===== src/rtl/overlay_seq_pkg.sv =====
// Shared definitions for the overlay show sequencer.
// Holds the show state encodings, the layer enable bit positions, the text
// shadow maximum and small helpers for state decoding.
package overlay_seq_pkg;

  typedef enum logic [2:0] {
    ST_SINE  = 3'd0,
    ST_TEXT1 = 3'd1,
    ST_TEXT2 = 3'd2,
    ST_TEXT3 = 3'd3,
    ST_HOLD  = 3'd4,
    ST_BLANK = 3'd5,
    ST_ILL6  = 3'd6,
    ST_ILL7  = 3'd7
  } state_e;

  // layer_en bit positions
  localparam int LYR_DEMO = 0;
  localparam int LYR_TT08 = 1;
  localparam int LYR_SDA  = 2;
  localparam int LYR_SINE = 3;

  localparam logic [2:0] SHADOW_MAX = 3'd4;

  function automatic logic [3:0] layers_of(state_e s);
    logic [3:0] l;
    l = '0;
    case (s)
      ST_SINE:  l[LYR_SINE] = 1'b1;
      ST_TEXT1: begin l[LYR_SINE] = 1'b1; l[LYR_DEMO] = 1'b1; end
      ST_TEXT2: begin l[LYR_SINE] = 1'b1; l[LYR_DEMO] = 1'b1; l[LYR_TT08] = 1'b1; end
      ST_TEXT3,
      ST_HOLD:  l = 4'b1111;
      default:  l = '0;
    endcase
    return l;
  endfunction

  function automatic state_e next_of(state_e s);
    case (s)
      ST_SINE:  return ST_TEXT1;
      ST_TEXT1: return ST_TEXT2;
      ST_TEXT2: return ST_TEXT3;
      ST_TEXT3: return ST_HOLD;
      ST_HOLD:  return ST_BLANK;
      default:  return ST_SINE;
    endcase
  endfunction

endpackage


===== src/rtl/frame_tick_gen.sv =====
// Frame boundary detector.
// detect_o     : combinational, high while the pixel counters sit at
//                (x=0, y=V_ACTIVE); the sequencer samples it on the same edge.
// frame_tick_o : registered copy of detect_o, a one-cycle pulse aligned with
//                the sequencer's registered outputs.
// Ports: clk, rst (async high), x_i/y_i pixel counters.
module frame_tick_gen #(
  parameter int V_ACTIVE = 480
) (
  input  logic       clk,
  input  logic       rst,
  input  logic [9:0] x_i,
  input  logic [9:0] y_i,
  output logic       detect_o,
  output logic       frame_tick_o
);

  logic tick_q;

  assign detect_o = (x_i == 10'd0) && (y_i == 10'(V_ACTIVE));

  always_ff @(posedge clk or posedge rst) begin
    if (rst) tick_q <= 1'b0;
    else     tick_q <= detect_o;
  end

  assign frame_tick_o = tick_q;

endmodule


===== src/rtl/overlay_sequencer.sv =====
// Frame-level show scheduler for the VGA overlay datapath.
// Steps SINE->TEXT1->TEXT2->TEXT3->HOLD->BLANK on frame boundaries and drives
// layer enables, sine phase offset and text shadow offset. Every output is a
// register updated only on the frame edge, so nothing changes mid-frame.
// Ports:
//   clk, rst     pixel clock, async active-high reset
//   x, y         pixel counters
//   run          1 advances the show, 0 freezes it (frame_tick still pulses)
//   skip         one-cycle request to leave the current state early
//   layer_en     [0]=DEMOSIINE [1]=TT08 [2]=SDA [3]=sine
//   sine_phase   sine x offset, shadow_off text shadow (0..4)
//   state        current state code, frame_tick boundary pulse
module overlay_sequencer
  import overlay_seq_pkg::*;
#(
  parameter int V_ACTIVE     = 480,
  parameter int SINE_FRAMES  = 120,
  parameter int TEXT_FRAMES  = 60,
  parameter int HOLD_FRAMES  = 240,
  parameter int BLANK_FRAMES = 30,
  parameter int SINE_STEP    = 2
) (
  input  logic       clk,
  input  logic       rst,
  input  logic [9:0] x,
  input  logic [9:0] y,
  input  logic       run,
  input  logic       skip,
  output logic [3:0] layer_en,
  output logic [9:0] sine_phase,
  output logic [2:0] shadow_off,
  output logic [2:0] state,
  output logic       frame_tick
);

  logic       detect;

  state_e     state_q, state_d;
  logic [8:0] cnt_q, cnt_d;
  logic       pend_q, pend_d;
  logic [9:0] phase_q, phase_d;
  logic [2:0] shadow_q, shadow_d;
  logic       dn_q, dn_d;        // shadow direction, 1 = counting down
  logic [1:0] pre_q, pre_d;      // HOLD tick prescaler
  logic [3:0] layer_q, layer_d;

  logic [8:0] last_cnt;
  logic       advance;

  frame_tick_gen #(.V_ACTIVE(V_ACTIVE)) u_tick (
    .clk          (clk),
    .rst          (rst),
    .x_i          (x),
    .y_i          (y),
    .detect_o     (detect),
    .frame_tick_o (frame_tick)
  );

  always_ff @(posedge clk or posedge rst) begin
    if (rst) begin
      state_q  <= ST_SINE;
      cnt_q    <= '0;
      pend_q   <= 1'b0;
      phase_q  <= '0;
      shadow_q <= SHADOW_MAX;
      dn_q     <= 1'b1;
      pre_q    <= '0;
      layer_q  <= 4'b1000;
    end else begin
      state_q  <= state_d;
      cnt_q    <= cnt_d;
      pend_q   <= pend_d;
      phase_q  <= phase_d;
      shadow_q <= shadow_d;
      dn_q     <= dn_d;
      pre_q    <= pre_d;
      layer_q  <= layer_d;
    end
  end

  // Last dwell count for the current state (DUR-1).
  always_comb begin
    last_cnt = '0;
    case (state_q)
      ST_SINE:  last_cnt = 9'(SINE_FRAMES - 1);
      ST_TEXT1,
      ST_TEXT2,
      ST_TEXT3: last_cnt = 9'(TEXT_FRAMES - 1);
      ST_HOLD:  last_cnt = 9'(HOLD_FRAMES - 1);
      ST_BLANK: last_cnt = 9'(BLANK_FRAMES - 1);
      default:  last_cnt = '0;
    endcase
  end

  always_comb begin
    state_d  = state_q;
    cnt_d    = cnt_q;
    pend_d   = pend_q | skip;
    phase_d  = phase_q;
    shadow_d = shadow_q;
    dn_d     = dn_q;
    pre_d    = pre_q;
    // skip on the tick cycle itself counts, and folds with natural expiry
    advance  = pend_q | skip | (cnt_q == last_cnt);

    if (detect) begin
      if (state_q == ST_ILL6 || state_q == ST_ILL7) begin
        // recovery ignores run
        state_d  = ST_SINE;
        cnt_d    = '0;
        shadow_d = SHADOW_MAX;
        dn_d     = 1'b1;
        pre_d    = '0;
      end else if (run) begin
        pend_d = 1'b0;
        if (state_q != ST_BLANK) phase_d = phase_q + 10'(SINE_STEP);
        if (advance) begin
          state_d  = next_of(state_q);
          cnt_d    = '0;
          // both entering and leaving HOLD start from the top of the triangle
          shadow_d = SHADOW_MAX;
          dn_d     = 1'b1;
          pre_d    = '0;
        end else begin
          cnt_d = cnt_q + 9'd1;
          if (state_q == ST_HOLD) begin
            pre_d = pre_q + 2'd1;
            if (pre_q == 2'd3) begin
              // reverse when stepping off either end: 4,3,2,1,0,1,...,4,3
              if (dn_q) begin
                if (shadow_q == 3'd0) begin shadow_d = 3'd1; dn_d = 1'b0; end
                else                        shadow_d = shadow_q - 3'd1;
              end else begin
                if (shadow_q == SHADOW_MAX) begin shadow_d = SHADOW_MAX - 3'd1; dn_d = 1'b1; end
                else                              shadow_d = shadow_q + 3'd1;
              end
            end
          end
        end
      end
    end

    layer_d = layers_of(state_d);
  end

  assign layer_en   = layer_q;
  assign sine_phase = phase_q;
  assign shadow_off = shadow_q;
  assign state      = state_q;

endmodule


===== config.mk =====
export PLATFORM = sky130hd
export DESIGN_NAME = overlay_sequencer
export DESIGN_NICKNAME = d
export VERILOG_FILES = /design/src/rtl/overlay_seq_pkg.sv /design/src/rtl/frame_tick_gen.sv /design/src/rtl/overlay_sequencer.sv
export SDC_FILE = /design/constraint.sdc
export NUM_CORES = 1
export LEC_CHECK = 0
export ABC_AREA = 1
export CAP_MARGIN = 20
export CORE_AREA = 3 3 80 82
export CTS_CLUSTER_DIAMETER = 30
export DETAILED_ROUTE_END_ITERATION = 8
export DIE_AREA = 0 0 83 85
export SLEW_MARGIN = 20
export SYNTH_ARGS = -nofsm -noshare
export SYNTH_HDL_FRONTEND = slang
export SYNTH_SLANG_ARGS = --single-unit

===== constraint.sdc =====
create_clock -name clk -period 1.7 [get_ports clk]
set_input_delay 0.255 -clock clk [delete_from_list [all_inputs] [get_ports clk]]
set_output_delay 0.255 -clock clk [all_outputs]
set_load 0.1 [all_outputs]

==> results_dict.tcl <==
set metrics [dict create \
    violations "negative setup slack" \
    end_kind "flip-flop" \
    seqPwrFrac_pct 47.5 \
    top_usage_layer "met2" \
    worst_path_max_delay_cell "dfrtp_4" \
    finClkSkew_ns 0.00499 \
    p_sw_w 0.000336 \
    cp.arrival_ns 2.06 \
    total_power_w 0.00165 \
    syn_area_um2 1990 \
    synth_warnings 0 \
    drc_errors 0 \
    grt.met1_usage_pct 16.9 \
    power.density_nw_per_um2 492 \
    routabilityCongestion 0.846 \
    max-vdd-ir-drop_mv 0.267 \
    drv_cap 0 \
    dp_hpwl_um 3770 \
    initial_core_util_pct 34.1 \
    fmax_mhz 533 \
    syn_avg_cell_area_um2 7.38 \
    antenna_left 0 \
    drv_slew 0 \
    drive_above_1_share_pct 36.2 \
    cts-htree-levels 2 \
    fp.dieW_um 83 \
    worst-path-buf-inv 2 \
    dieHeight_um 85 \
    wl_um 5170 \
    nets 389 \
    status "finished, violations left" \
    root_buffer "clkbuf_8" \
    finalCritPeriodShare_pct 110 \
    whs_ns 0.365 \
    dieArea_um2 7060 \
    synth_top_cell_by_area "dfrtp_1" \
    finalSetupViolations 20 \
    antenna_found_initial 0 \
    ys_top_cells_by_area "dfrtp_1, nand2_1, inv_1" \
    layout_setup_ws_ns -0.177 \
    crit_type "reg2reg" \
    grt_pass1_wl_um 8550 \
    ys.flop_type "dfrtp_1" \
    finalHoldViolCount 0 \
    grt_usage_pct 14.9 \
    grt_overflow 0 \
    rsz0062_at_grt "true" \
    syn_inst 269 \
    dpl_cell_area_um2 2970 \
    worstPathCellList "nor2_4 -> nand2_1 -> nand2_1 -> nand2_1 -> nor2_2 -> nand2_2 -> nand2_4 -> nand4_1 -> nand2_4 -> clkinv_4 -> nand2_4 -> nand2_2 -> nand2_1 -> inv_1" \
    fillers 540 \
    clock-sinks 33 \
    required_ns 1.89 \
    cts-hold-fix-buffers 0 \
    critPathTopFamily "simple AND/OR/NAND/NOR gates" \
    grt_pass1_vias 2037 \
    cts_tree "built" \
    pwr-share-clk_pct 46.2 \
    path_common_cell "nand2_1" \
    num_vias 2050 \
    use_met2_pct 26.3 \
    synth_top_cell_area_share_pct 37.8 \
    ys_seq_elements 33 \
    period_minus_slack_ns 1.88 \
    drt-pass1-iter-count 4 \
    insertion_delay_ns 0.28 \
    pre_cts_slack_ns -0.352 \
    num_antenna_cells 0 \
    viasPerCell 4.72 \
    cp_max_fo 5 \
    holdCritPathClass "in2async" \
    rows 28 \
    combinationalPowerShare_pct 6.3 \
    core_um2 5820 \
    ys_seq_area_share_pct 41.8 \
    cts_made_buffers 5 \
    p_int_w 0.00132 \
    leakagePower_nw 1.75 \
    fin_area_um2 3360 \
    port_buffers 43 \
    path_clk_slew_ns 0.07 \
    synth_edf_count 0 \
    drtIter0Drc 132 \
    synth.net_count 300 \
    io_pins 45 \
    swShare_pct 20.3 \
    synth-async-reset-ratio_pct 100 \
    cp-start-kind "flip-flop" \
    wire_per_inst_um 11.9 \
    max_stage_delay_ns 0.52 \
    ys_types 30 \
    grt_max_degree 34 \
    use_met3_pct 3.98 \
    area_delta_synth_final_pct 69.3 \
    clockBufferDepth 2 \
]
logic make-up after synthesis:
group | synth area share (%)
simple gates | 33.7
buf+inv | 8.51
flops | 41.8
compound gates | 6.99
xor+xnor | 4.41
fa+ha+maj | 4.41
other cells | 0.189
final timing paths:
path | from | endpoint | slack (ns) | cells past startpoint
worst min-delay path | rst | sine_phase[7] | 0.37 | 3
worst min register to register | pre_q[0] | pre_q[0] | 0.48 | 1
worst max register to register | state[0] | layer_en[0] | -0.18 | 14
min in group clk | pre_q[0] | pre_q[0] | 0.48 | 1
max in group asynchronous | rst | state[0] | 1.00 | 3
worst max-delay path | state[0] | layer_en[0] | -0.18 | 14
worst min-delay path: cells and delay by family:
kind                   cells  cell delay [ns]
buffers and inverters      3             0.81
power by group through the flow:
stage	registers, W	clock network [W]	logic, W
6_report	0.000785	0.000764	0.000105
2_1_floorplan	0.000800	0	0.0000361
5_1_grt	0.000784	0.000827	0.000116
4_1_cts	0.000785	0.000785	0.000110
3_3_place_gp	0.000800	0	0.000108
3_5_place_dp	0.000800	0	0.000110
through the flow:
step	util, %	setup TNS, ns	std cells
6_report	57.8	-2.32	434
5_1_grt	57.8	-5.24	434
4_1_cts	55.2	-1.11	428
3_5_place_dp	51.0	-7.22	415
3_3_place_gp	51.0	-6.09	415
2_1_floorplan	-	-1.32	269
per-layer routing:
layer,vias up,share of wire (%),wire (um)
met4,0,2.3,120
met3,12,5.5,282
li1,1030,-,-
met5,-,0,0
met2,60,51,2650
met1,948,41,2110
final cells by class:
class                   count  area (um^2)  share of cell area (%)
inverters                  39          154                    4.58
multi-input cells         195         1160                    34.6
clock buffers               7         86.3                    2.57
flip-flops and latches     33          848                    25.2
repair buffers             84          986                    29.3
well taps                  75         93.8                    2.79
clock inverters             1         30.0                   0.894
placed cells by master (no fill, tap or decap), drive strengths merged, types with 2 or more instances in the layout:
cell type,n
xor2,7
dlymetal6s2s,16
clkdlybuf4s50,7
a21oi,7
nor3,6
o211ai,2
ha,7
nor2,38
clkbuf,7
nand4,5
o21ai,16
nand3,24
nand2,73
inv,38
buf,61
dfstp,3
dfrtp,30
xnor2,3
flip-flops by register name, summed over array words and instances, names as in the netlist:
register and flops:
shadow_off 3, sine_phase 9, state 3, pre_q 2, u_tick.frame_tick_o 1, cnt_q 9, pend_q 1, layer_en 4
dn_q 1
repair_timing:
item	in CTS	in global routing
buffers inserted	5	6
hold endpoints to repair	0	0
cloned	0	0
endpoints found under the setup margin	21	30
pin swaps	12	25
gates resized for setup	26	35
Yosys cell counts (4+ instances only):
library cell and number:
nand2_1 66, inv_1 36, nor2_1 34, dfrtp_1 30
nand3_1 23, o21ai_0 12, a21oi_1 7, ha_1 7
nand2_2 7, xor2_1 7, nor3_1 6, nand4_1 5
o21ai_1 4
Power figures use the tool's default switching activity.
